**config.mk**
```make
export PLATFORM = sky130hd
export DESIGN_NAME = bus_rr_arbiter
export DESIGN_NICKNAME = d
export VERILOG_FILES = /design/src/rtl/bus_arb_pkg.sv /design/src/rtl/bus_rr_arbiter_rr_pick.sv /design/src/rtl/bus_rr_arbiter.sv
export SDC_FILE = /design/constraint.sdc
export NUM_CORES = 1
export LEC_CHECK = 0
export CAP_MARGIN = 10
export CELL_PAD_IN_SITES_DETAIL_PLACEMENT = 1
export CELL_PAD_IN_SITES_GLOBAL_PLACEMENT = 2
export CORE_AREA = 2 2 91 93
export CTS_CLUSTER_DIAMETER = 80
export CTS_CLUSTER_SIZE = 12
export DETAILED_ROUTE_END_ITERATION = 12
export DIE_AREA = 0 0 93 95
export PLACE_DENSITY_LB_ADDON = 0.1
export SLEW_MARGIN = 10
export SYNTH_ARGS = -nofsm -noshare
export SYNTH_HDL_FRONTEND = slang
export SYNTH_SLANG_ARGS = --single-unit
```
**constraint.sdc**
```tcl
create_clock -name clk -period 7.9 [get_ports clk]
set_input_delay 1.185 -clock clk [delete_from_list [all_inputs] [get_ports clk]]
set_output_delay 1.185 -clock clk [all_outputs]
set_load 0.02 [all_outputs]
```
**src/rtl/bus_arb_pkg.sv**
```systemverilog
// Shared types and helpers for the round-robin bus arbiter.
// Default sizes and the grant-index width function live here.
package bus_arb_pkg;

   typedef enum logic {ARB_IDLE, ARB_GRANT} arb_state_t;

   localparam int NUM_REQ_DEF = 4;
   localparam int CNT_W_DEF   = 16;

   // Index width that never collapses to zero bits.
   function automatic int clog2_min1(input int n);
      return (n <= 2) ? 1 : $clog2(n);
   endfunction

endpackage

```
**src/rtl/bus_rr_arbiter_rr_pick.sv**
```systemverilog
// Rotating-priority picker: rotate by ptr+1, find first set,
// rotate the winner back to an absolute master index.
module rr_pick
   import bus_arb_pkg::*;
#(
   parameter int NUM_REQ = NUM_REQ_DEF,
   parameter int ID_W    = clog2_min1(NUM_REQ)
) (
   input  logic [NUM_REQ-1:0] i_req,
   input  logic [ID_W-1:0]    i_ptr,
   output logic               o_any,
   output logic [ID_W-1:0]    o_idx,
   output logic [NUM_REQ-1:0] o_onehot
);

   logic [NUM_REQ-1:0] w_rot;
   logic               w_found;

   assign o_any = |i_req;

   // Lowest set bit of the rotated vector wins; map it back.
   always_comb begin
      w_rot    = '0;
      w_found  = 1'b0;
      o_idx    = '0;
      o_onehot = '0;
      for (int i = 0; i < NUM_REQ; i++) begin
         w_rot[i] = i_req[(i + int'(i_ptr) + 1) % NUM_REQ];
      end
      for (int i = 0; i < NUM_REQ; i++) begin
         if (w_rot[i] && !w_found) begin
            w_found = 1'b1;
            o_idx   = ID_W'((i + int'(i_ptr) + 1) % NUM_REQ);
            o_onehot[(i + int'(i_ptr) + 1) % NUM_REQ] = 1'b1;
         end
      end
   end

endmodule

```
**src/rtl/bus_rr_arbiter.sv**
```systemverilog
// Round-robin bus arbiter with burst lock, burst cap,
// abort detection and a saturating transaction counter.
module bus_rr_arbiter
   import bus_arb_pkg::*;
#(
   parameter int  NUM_REQ   = NUM_REQ_DEF,
   parameter int  MAX_BURST = 8,
   parameter int  CNT_W     = CNT_W_DEF,
   localparam int ID_W      = clog2_min1(NUM_REQ)
) (
   input  logic               clk,
   input  logic               rst_n,
   input  logic [NUM_REQ-1:0] req,
   input  logic [NUM_REQ-1:0] req_last,
   input  logic               bus_ready,
   input  logic [CNT_W-1:0]   txn_target,
   output logic [NUM_REQ-1:0] gnt,
   output logic [ID_W-1:0]    gnt_id,
   output logic               gnt_valid,
   output logic               abort,
   output logic [CNT_W-1:0]   txn_count,
   output logic               done
);

   localparam int             BC_W      = $clog2(MAX_BURST) + 1;
   localparam logic [BC_W-1:0] LAST_BEAT = BC_W'(MAX_BURST - 1);

   arb_state_t         r_state;
   logic [NUM_REQ-1:0] r_gnt;
   logic [ID_W-1:0]    r_gnt_id;
   logic               r_gnt_valid;
   logic               r_abort;
   logic [ID_W-1:0]    r_ptr;
   logic [BC_W-1:0]    r_beat_cnt;
   logic [CNT_W-1:0]   r_txn_count;
   logic               r_done;

   logic               w_any;
   logic [ID_W-1:0]    w_idx;
   logic [NUM_REQ-1:0] w_onehot;
   logic               w_req_g;
   logic               w_fire;
   logic               w_cap;
   logic               w_complete;

   rr_pick #(
      .NUM_REQ (NUM_REQ),
      .ID_W    (ID_W)
   ) u_pick (
      .i_req    (req),
      .i_ptr    (r_ptr),
      .o_any    (w_any),
      .o_idx    (w_idx),
      .o_onehot (w_onehot)
   );

   assign w_req_g    = req[r_gnt_id];
   assign w_fire     = r_gnt_valid & w_req_g & bus_ready;
   assign w_cap      = (r_beat_cnt == LAST_BEAT);
   assign w_complete = (r_state == ARB_GRANT) & w_fire
                     & (req_last[r_gnt_id] | w_cap);

   // Grant FSM: pick in IDLE, hold until last beat, cap or abort.
   always_ff @(posedge clk) begin
      if (!rst_n) begin
         r_state     <= ARB_IDLE;
         r_gnt       <= '0;
         r_gnt_id    <= '0;
         r_gnt_valid <= 1'b0;
         r_abort     <= 1'b0;
         r_ptr       <= ID_W'(NUM_REQ - 1);
         r_beat_cnt  <= '0;
      end else begin
         r_abort <= 1'b0;
         unique case (r_state)
            ARB_IDLE: begin
               if (w_any) begin
                  r_gnt       <= w_onehot;
                  r_gnt_id    <= w_idx;
                  r_gnt_valid <= 1'b1;
                  r_beat_cnt  <= '0;
                  r_state     <= ARB_GRANT;
               end
            end
            ARB_GRANT: begin
               if (!w_req_g || w_complete) begin
                  r_abort     <= ~w_req_g;
                  r_gnt       <= '0;
                  r_gnt_valid <= 1'b0;
                  r_ptr       <= r_gnt_id;
                  r_beat_cnt  <= '0;
                  r_state     <= ARB_IDLE;
               end else if (w_fire) begin
                  r_beat_cnt  <= r_beat_cnt + 1'b1;
               end
            end
            default: r_state <= ARB_IDLE;
         endcase
      end
   end

   // Completed transactions, saturating at all-ones.
   always_ff @(posedge clk) begin
      if (!rst_n) begin
         r_txn_count <= '0;
      end else if (w_complete && (r_txn_count != '1)) begin
         r_txn_count <= r_txn_count + 1'b1;
      end
   end

   // Sticky done once the count has reached a nonzero target.
   always_ff @(posedge clk) begin
      if (!rst_n) begin
         r_done <= 1'b0;
      end else if ((txn_target != '0) && (r_txn_count >= txn_target)) begin
         r_done <= 1'b1;
      end
   end

   assign gnt       = r_gnt;
   assign gnt_id    = r_gnt_id;
   assign gnt_valid = r_gnt_valid;
   assign abort     = r_abort;
   assign txn_count = r_txn_count;
   assign done      = r_done;

endmodule

```
==> results of run 1 <==
-- cell type report --
type,instances,area (um^2)
clock buffers,5,68.8
repair buffers,51,510
clock inverters,3,42.5
flip-flops and latches,32,641
multi-input cells,224,1630
well taps,105,131
inverters,25,93.8
fillers,961,4810
-- cells in the mapped netlist, drive strengths merged, types with 6 or more instances --
cell type   n  area, um^2
buf         6        47.5
nor2b       6        45.0
inv        24        90.1
nand3      11        55.1
mux2i       7        73.8
dfxtp      32         641
xor2       10        87.6
a21oi       7        35.0
o21ai       9        45.0
nor4        7        43.8
nand4       9        56.3
nand2      27         101
ha         25         313
nor2       30         113
-- state kept, by name (all words and copies together) (netlist names), 2 cells and up --
signal	cells
r_beat_cnt	4
r_ptr	2
gnt_id	2
gnt	4
txn_count	16
-- metrics by stage --
stage               hold WS [ps]  area [um^2]  power, mW
floorplan                    458         2430      0.296
global placement             460         3010      0.349
detailed placement           464         3010      0.349
CTS                          492         3120      0.509
global route                 514         3120      0.535
finish                       485         3120      0.502
-- layer usage --
layer / routed length (um) / GRT usage
met5: 0 / 0
met4: 50 / 0.0392
met3: 295 / 0.0311
met2: 3380 / 0.286
met1: 3250 / 0.212
-- logic make-up (layout without fill, tap and decap cells) --
kind of cell,Yosys count,in the layout
and+or+nand+nor,110,110
AOI/OAI and AO/OA,64,64
buffers and inverters,36,84
DFF,32,32
adders and majority gates,25,25
muxes,13,13
xor gates and xnor gates,12,12
-- worst reg2reg max path, stage by stage, from the launching register on --
cell and delay (ps):
dfxtp_1 770, inv_2 250, ha_1 530, mux2_2 420, mux2i_1 370, inv_1 150, a222oi_1 310, nor2_1 70
a221o_1 260
-- where the power goes --
part / switching, mW / total (mW) / internal, mW
Combinational: 0.0874 / 0.160 / 0.0722
Clock: 0.0642 / 0.157 / 0.0933
Sequential: 0.0143 / 0.185 / 0.171
-- worst paths after layout --
kind	slack, ps	from	end	cells after the start
setup / recovery	4210	req[3]	txn_count[11]$_SDFFE_PN0P_	7
hold / removal	490	gnt[1]$_SDFFE_PN0P_	gnt[1]$_SDFFE_PN0P_	2
setup reg to reg	4660	r_ptr[0]$_SDFFE_PN1P_	gnt[3]$_SDFFE_PN0P_	8
hold reg to reg	490	gnt[1]$_SDFFE_PN0P_	gnt[1]$_SDFFE_PN0P_	2
==> metrics.md, run 1 <==
| Metric | Value |
|---|---|
| Ant. Diodes | `0` |
| Final setup skew | `10.6 ps` |
| CTS H-tree depth | `2` |
| Total routed wirelength | `6970 um` |
| Row Count | `33` |
| Vert. Die Dim | `95 um` |
| Post-synthesis mux area share | `0.0736` |
| Number of global-route vias before repair | `2365` |
| Data arrival, critical path | `3870 ps` |
| Post-DP HPWL | `5490 um` |
| CTS resizes | `0` |
| Seq/Total Area, Yosys | `0.264` |
| Flops & latches, synth | `32` |
| Die width | `93 um` |
| Clock root buffer | `clkbuf_8` |
| Setup CP Type | `input port to flip-flop` |
| Max transition margin | `0.303` |
| First-pass GRT wire length | `11700 um` |
| CP bufs+invs | `1` |
| Minimum clock period after layout | `3690 ps` |
| Final core occ | `0.393` |
| First drt pass iteration count | `4` |
| Max Cap Violations | `0` |
| Synth Area in XOR/XNOR | `0.0432` |
| Critical path peak fanout | `15` |
| Post-CTS Setup Repair Bufs | `0` |
| Crit end category | `flip-flop` |
| Area growth, synth to finish | `28.3%` |
| Share of post-route cells with drive strength above 1 | `0.0559` |
| IO Count | `52` |
| Initial core utilization | `0.307` |
| Final worst slack | `4210 ps` |
| CP delay by family, top | `compound AO/OA/AOI/OAI gates` |
| Via density | `5.24` |
| FFs w/ async S/R, synth | `0` |
| RSZ-0062 raised after global routing | `no` |
| Max Slew Vio Count | `0` |
| Final antenna-violating net count | `0` |
| Compound-gate portion of the synthesized area | `0.197` |
| Required time of the worst setup path | `8070 ps` |
| Least-Margin Pin Slew | `1040 ps` |
| DR vias | `2333` |
| Most frequent cells in the layout | `clkdlybuf4s50_1, dfxtp_1, nor2_1` |
| CP Cell Sequence | `clkdlybuf4s50_1, mux4_2, o2111ai_1, a31oi_1, nand4_1, xnor2_1, and2_1` |
| Largest family of logic cells by synthesized area | `simple AND/OR/NAND/NOR gates` |
| Post-Layout Cell Count | `445` |
| Post-synth EDFFs | `0` |
| Dpl cells | `437` |
| Slowest cell on crit path | `a31oi_1` |
| PortBufs | `51` |
| Routed len/inst | `15.7 um` |
| CTS tree | `built` |
| Worst-Skew Late Latency | `290 ps` |
| Max incr delay on CP | `810 ps` |
| Ys Warns | `0` |
| Total global routing overflow | `0` |
| Worst Setup Start Kind | `input port` |
| Primary FF master, synth | `dfxtp_1` |
| F_max | `271 MHz` |
| Net Count, Synth | `344` |
| CTS Buf Count | `5` |
| CORE AREA | `7930 um^2` |
| Mapped cell area | `2430 um^2` |
| Hold WC Path Type | `flip-flop to flip-flop` |
| Setup violators final | `0` |
| Initial antenna violation count | `0` |
| GRT Total Usage | `0.165` |
| Final Hold Viols | `0` |
| Lkg Pwr | `1.29 nW` |
| Period utilization | `0.468` |
| Layout net count | `391` |
| Outcome | `finished clean` |
| Placer Congestion | `0.779` |
| Yosys cell types | `62` |
| IR drop worst, VDD | `66.3 uV` |
| Cells after Synth | `292` |
| # hold bufs at CTS | `0` |
| Area share of and/or/nand/nor cells after synthesis | `0.229` |
| Pin count of the biggest net entering global routing | `18` |
| Die area | `8840 um^2` |
| Setup tns final | `0 ps` |
| Clk sinks | `32` |
| Worst slack at placement | `3900 ps` |
| Mean area per synthesized cell | `8.33 um^2` |
| PD cells | `161 nW/um^2` |
| Worst-path clk slew | `80 ps` |
| Commonest non-fill, non-tap cell in the layout | `clkdlybuf4s50_1` |
| Post-Synth Adder-Cell Area | `0.129` |
| Detailed-route DRC error count | `0` |
| Clock tree buffer depth | `2` |
| Initial DRC Count | `81` |
Power figures use the tool's default switching activity.
==> inputs of run 2 (changes only) <==
Settings changed: CORE_AREA 2 2 91 93 to 2 2 98 100, DIE_AREA 0 0 93 95 to 0 0 100 102.
Clock period 7.9 ns to 3 ns, I/O delays scaled along.
==> run 2 against run 1 <==
Sequential share of layout area down 0.44 points. Non-clock buffer count up 11. Sequential cell count unchanged. Sequential power rose to 2.6 times the previous value. Worst hold slack worse by 9.2 ps. First-iteration DRC count up 19%. Total power rose to 2.5 times the previous value. Clock power up 120%. Utilization down 4.3 points. Combinational power rose to 2.9 times the previous value. Die area up 15%. Largest cell class unchanged. Largest power group unchanged. Highest routed layer unchanged.
==> metrics.md, run 2 (synthesis results as in run 1) <==
| Metric | Value |
|---|---|
| CTS tree | `built` |
| PD cells | `401 nW/um^2 (+150%)` |
| Clock tree buffer depth | `2 (unchanged)` |
| Critical path peak fanout | `7 (-8)` |
| Final Hold Viols | `0 (unchanged)` |
| Setup CP Type | `flip-flop to flip-flop` |
| Final worst slack | `333 ps (-3870 ps)` |
| Lkg Pwr | `1.34 nW (+3.6%)` |
| Crit-path most repeated cell | `inv_1` |
| GRT Total Usage | `0.151 (-0.0136)` |
| Routed len/inst | `16.1 um (+3.1%)` |
| FF-to-FF End | `gnt[3]$_SDFFE_PN0P_` |
| Worst Setup Start Kind | `flip-flop` |
| Max transition margin | `0.569 (+0.266)` |
| Final antenna-violating net count | `0 (unchanged)` |
| Max reg flops | `16 (unchanged)` |
| IR drop worst, VDD | `184 uV (+180%)` |
| Layout net count | `402 (+2.8%)` |
| Clock root buffer | `clkbuf_8` |
| Area growth, synth to finish | `31.1%` |
| # hold bufs at CTS | `0 (unchanged)` |
| Number of global-route vias before repair | `2414 (+2.1%)` |
| Vert. Die Dim | `102 um (+7.4%)` |
| Worst-path clk slew | `70 ps (about the same)` |
| CTS resizes | `0 (unchanged)` |
| Die width | `100 um (+7.5%)` |
| Worst slack at placement | `224 ps (-3670 ps)` |
| Row Count | `35 (+6.1%)` |
| Hold Path Sink | `gnt[1]$_SDFFE_PN0P_` |
| Worst-Skew Late Latency | `280 ps (about the same)` |
| Minimum clock period after layout | `2670 ps` |
| Max Slew Vio Count | `0 (unchanged)` |
| Detailed-route DRC error count | `0 (unchanged)` |
| Register area | `641 um^2 (unchanged)` |
| Total routed wirelength | `7460 um (+7.1%)` |
| First drt pass iteration count | `4 (unchanged)` |
| Outcome | `finished clean` |
| Initial antenna violation count | `0 (unchanged)` |
| Placer Congestion | `0.829 (+6.4%)` |
| Fill count | `1114 (+16%)` |
| Met2 wire len | `3580 um (+5.9%)` |
| Required time of the worst setup path | `3170 ps (-4900 ps)` |
| Pin count of the biggest net entering global routing | `18 (unchanged)` |
| Least-Margin Pin Slew | `629 ps (-412 ps)` |
| Reg2reg path depth | `8 (unchanged)` |
| Critical R2R Launch | `r_ptr[1]$_SDFFE_PN1P_` |
| CTS H-tree depth | `2 (unchanged)` |
| Hold WC Path Type | `flip-flop to flip-flop` |
| Data arrival, critical path | `2830 ps (-1040 ps)` |
| F_max | `375 MHz` |
| CP bufs+invs | `2 (+1)` |
| R2r setup slk | `330 ps (-4330 ps)` |
| First-pass GRT wire length | `12300 um (+5.1%)` |
| Setup tns final | `0 ps (unchanged)` |
| Die area | `10200 um^2 (+15%)` |
| CORE AREA | `9110 um^2 (+15%)` |
| Setup violators final | `0 (unchanged)` |
| Hold Path Depth | `2 (unchanged)` |
| Post-DP HPWL | `5930 um (+8.2%)` |
| DR vias | `2429 (+4.1%)` |
| Wl on met1 | `3500 um (+8.0%)` |
| Total global routing overflow | `0 (unchanged)` |
| Crit end category | `flip-flop` |
| Max layer used | `met4` |
| Initial core utilization | `0.267 (-0.0398)` |
| RSZ-0062 raised after global routing | `no` |
| Max incr delay on CP | `480 ps (-330 ps)` |
| Via density | `5.26 (+0.28%)` |
| Commonest non-fill, non-tap cell in the layout | `clkdlybuf4s50_1` |
| CP delay by family, top | `multiplexers` |
| Met3 wire len | `309 um (+4.7%)` |
| Clk sinks | `32 (unchanged)` |
| Most frequent cells in the layout | `clkdlybuf4s50_1, dfxtp_1, nor2_1` |
| Final setup skew | `4.63 ps (-6.00 ps)` |
| Initial DRC Count | `96 (+19%)` |
| Ant. Diodes | `0 (unchanged)` |
| CTS Buf Count | `5 (unchanged)` |
| Area of the multi-input gates | `1630 um^2 (unchanged)` |
| IO Count | `52 (unchanged)` |
| Slowest cell on crit path | `ha_1` |
| Post-CTS Setup Repair Bufs | `0 (unchanged)` |
| PortBufs | `51 (unchanged)` |
| CP Cell Sequence | `inv_1, ha_1, mux2_2, mux2i_1, inv_1, a222oi_1, nor2_1, a221o_1` |
| Worst Hold Launch | `gnt[1]$_SDFFE_PN0P_` |
| Period utilization | `0.889` |
| Max Cap Violations | `0 (unchanged)` |
| Share of post-route cells with drive strength above 1 | `0.0798 (+0.0239)` |
[run 2: cell types whose count changed in the layout (fill, tap and decap cells not counted)]
cell        before  now
buf_4            0   11
clkinv_2         1    0
clkbuf_1         0    2
clkbuf_8         5    6
clkinvlp_4       1    0
bufinv_16        1    0
[run 2: area by class of cell]
| class | count | area share |
|---|---|---|
| clock buffers | 8 | 0.0283 |
| inverters | 25 | 0.0294 |
| multi-input cells | 224 | 0.512 |
| flip-flops and latches | 32 | 0.201 |
| well taps | 111 | 0.0436 |
| repair buffers | 62 | 0.186 |
[run 2: tightest hold or removal path: stages, from the launching register on]
cell     delay (ps)
dfxtp_1         330
nand2_1          50
o21ai_0          60
[run 2: worst max-delay path by stage]
stage,from,to,depth (start not counted)
floorplan,r_ptr[0]$_SDFFE_PN1P_,gnt[3]$_SDFFE_PN0P_,11
global route,r_ptr[1]$_SDFFE_PN1P_,gnt[3]$_SDFFE_PN0P_,8
CTS,r_ptr[1]$_SDFFE_PN1P_,gnt[3]$_SDFFE_PN0P_,8
global placement,req[1],gnt[3]$_SDFFE_PN0P_,7
finish,r_ptr[1]$_SDFFE_PN1P_,gnt[3]$_SDFFE_PN0P_,8
detailed placement,req[1],gnt[3]$_SDFFE_PN0P_,7
[run 2: through the flow]
stage | hold slack, ps | total power [mW] | std cells | utilization | cell area, um^2
2_1_floorplan | 458 | 0.780 | 292 | - | 2430
3_5_place_dp | 449 | 0.941 | 454 | 0.340 | 3100
3_3_place_gp | 452 | 0.945 | 454 | 0.340 | 3100
6_report | 476 | 1.28 | 462 | 0.350 | 3190
5_1_grt | 515 | 1.37 | 462 | 0.350 | 3190
4_1_cts | 486 | 1.30 | 462 | 0.350 | 3190
[run 2: power by group]
group	total [mW]	switching [mW]	internal (mW)
sequential	0.476	0.0260	0.450
clock	0.347	0.160	0.187
combinational	0.456	0.250	0.206
total	1.28	0.435	0.843
[run 2: per-layer routing]
layer  vias to the layer above  track usage
li1                       1191            -
met2                        56        0.267
met4                         0       0.0327
met5                         -            0
met3                         7       0.0267
met1                      1175        0.195
==> inputs of run 3 (changes only) <==
Settings changed: PLACE_DENSITY set to 0.76, PLACE_DENSITY_LB_ADDON 0.1 to not set.
==> run 3 against run 2 <==
Combinational power is 2% lower. Clock skew rose by 3.8 ps. Global-route usage shrank 0.93 points. Critical endpoint unchanged. Utilization about the same. Routed wire length decreased by 6.5%. Worst hold slack gained 2.3 ps. Largest cell class unchanged. Register-to-register slack improved by 130 ps. Cell area about the same. Final cell count fell by 1.1%. Worst setup slack better by 130 ps. Non-clock buffer count fell by 5.
==> metrics.md, run 3 (synthesis results as in run 1) <==
| Metric | Value |
|---|---|
| Outcome | `finished clean` |
| CTS H-tree depth | `2 (unchanged)` |
| Detailed-route DRC error count | `0 (unchanged)` |
| CTS Buf Count | `5 (unchanged)` |
| # hold bufs at CTS | `0 (unchanged)` |
| Area of the multi-input gates | `1630 um^2 (unchanged)` |
| Area growth, synth to finish | `31.0% (about the same)` |
| Commonest non-fill, non-tap cell in the layout | `clkdlybuf4s50_1` |
| Least-Margin Pin Slew | `588 ps (-41.1 ps)` |
| Routed len/inst | `15.3 um (-5.5%)` |
| Die width | `100 um (unchanged)` |
| RSZ-0062 raised after global routing | `no` |
| Clk sinks | `32 (unchanged)` |
| First drt pass iteration count | `5 (+1)` |
| Dpl cells | `449 (-1.1%)` |
| CTS resizes | `0 (unchanged)` |
| Setup violators final | `0 (unchanged)` |
| Via density | `5.16 (-1.8%)` |
| IR drop worst, VDD | `177 uV (-3.8%)` |
| Critical path peak fanout | `7 (unchanged)` |
| Max reg flops | `16 (unchanged)` |
| Lkg Pwr | `1.33 nW (-0.51%)` |
| Period utilization | `0.845 (-0.0442)` |
| Row Count | `35 (unchanged)` |
| DR vias | `2360 (-2.8%)` |
| Hold Path Depth | `2 (unchanged)` |
| Initial core utilization | `0.267 (unchanged)` |
| Max Cap Violations | `0 (unchanged)` |
| Max Slew Vio Count | `0 (unchanged)` |
| F_max | `395 MHz (+5.2%)` |
| Worst-path clk slew | `70 ps (about the same)` |
| Initial antenna violation count | `0 (unchanged)` |
| Minimum clock period after layout | `2530 ps (-133 ps)` |
| Final Hold Viols | `0 (unchanged)` |
| Hold WC Path Type | `flip-flop to flip-flop` |
| Pin count of the biggest net entering global routing | `18 (unchanged)` |
| Setup CP Type | `flip-flop to flip-flop` |
| Number of global-route vias before repair | `2360 (-2.2%)` |
| Data arrival, critical path | `2710 ps (-120 ps)` |
| PD cells | `433 nW/um^2 (+8.0%)` |
| Worst Setup Start Kind | `flip-flop` |
| Total routed wirelength | `6970 um (-6.5%)` |
| Reg2reg path depth | `8 (unchanged)` |
| CP Cell Sequence | `inv_1, ha_1, mux2_2, mux2i_1, inv_1, a222oi_1, nor2_1, a221o_1` |
| Clock root buffer | `clkbuf_8` |
| Fill count | `1110 (-0.36%)` |
| Crit-path most repeated cell | `inv_1` |
| Max transition margin | `0.597 (+0.0282)` |
| Total global routing overflow | `0 (unchanged)` |
| Vert. Die Dim | `102 um (unchanged)` |
| Final setup skew | `8.48 ps (+3.85 ps)` |
| Post-Layout Cell Count | `457 (-1.1%)` |
| IO Count | `52 (unchanged)` |
| First-pass GRT wire length | `11700 um (-4.9%)` |
| GRT Total Usage | `0.142 (-0.00930)` |
| Required time of the worst setup path | `3180 ps (about the same)` |
| Post-DP HPWL | `5580 um (-6.0%)` |
| Crit end category | `flip-flop` |
| Layout net count | `397 (-1.2%)` |
| Initial DRC Count | `107 (+11%)` |
| Max incr delay on CP | `480 ps (about the same)` |
| Die area | `10200 um^2 (unchanged)` |
| Post-CTS Setup Repair Bufs | `0 (unchanged)` |
| Ant. Diodes | `0 (unchanged)` |
| Placer Congestion | `0.834 (+0.65%)` |
| CORE AREA | `9110 um^2 (unchanged)` |
| Most frequent cells in the layout | `clkdlybuf4s50_1, dfxtp_1, nor2_1` |
| CTS tree | `built` |
| Setup tns final | `0 ps (unchanged)` |
| Final antenna-violating net count | `0 (unchanged)` |
| Worst-Skew Late Latency | `280 ps (about the same)` |
| PortBufs | `51 (unchanged)` |
| Register area | `641 um^2 (unchanged)` |
| Slowest cell on crit path | `ha_1` |
| Share of post-route cells with drive strength above 1 | `0.0723 (-0.00752)` |
| Clock tree buffer depth | `2 (unchanged)` |
## run 3: layout make-up
cell class / instances / area share
multi-input combinational: 224 / 0.512
tap: 111 / 0.0436
sequential: 32 / 0.201
clock inverter: 1 / 0.00943
timing repair buffer: 57 / 0.174
clock buffer: 7 / 0.0302
inverter: 25 / 0.0295
## run 3: per-layer routing
metal	GRT usage	part of all wire	vias up
li1	-	-	1181
met1	0.193	0.49	1121
met2	0.240	0.46	51
met3	0.0226	0.042	7
met4	0.0316	0.0090	0
met5	0	0	-
## run 3: worst paths after layout
kind	start	endpoint	slack, ps
max	r_ptr[1]$_SDFFE_PN1P_	gnt[3]$_SDFFE_PN0P_	470
min	gnt[1]$_SDFFE_PN0P_	gnt[1]$_SDFFE_PN0P_	480
max reg2reg	r_ptr[1]$_SDFFE_PN1P_	gnt[3]$_SDFFE_PN0P_	470
min reg2reg	gnt[1]$_SDFFE_PN0P_	gnt[1]$_SDFFE_PN0P_	480
## run 3: worst max-delay path: cells and delay by family, from the launching register on
kind	cells	cell delay [ps]
flip-flops	1	410
AO/OA/AOI/OAI	2	550
AND/OR/NAND/NOR	1	70
buffers and inverters	2	250
adder cells (fa/ha/maj)	1	480
multiplexers	2	670
## run 3: power by group
part,switching (mW),internal (mW)
logic,0.245,0.203
clock network,0.163,0.293
registers,0.0273,0.450
## run 3: metrics by stage
stage / area (um^2) / utilization / power, mW / hold WS, ps / setup WS [ps]
2_1_floorplan: 2430 / - / 0.780 / 458 / 385
3_3_place_gp: 3060 / 0.336 / 0.930 / 459 / 249
3_5_place_dp: 3060 / 0.336 / 0.934 / 467 / 220
4_1_cts: 3190 / 0.350 / 1.40 / 493 / 473
5_1_grt: 3190 / 0.350 / 1.47 / 527 / 256
6_report: 3190 / 0.350 / 1.38 / 479 / 466
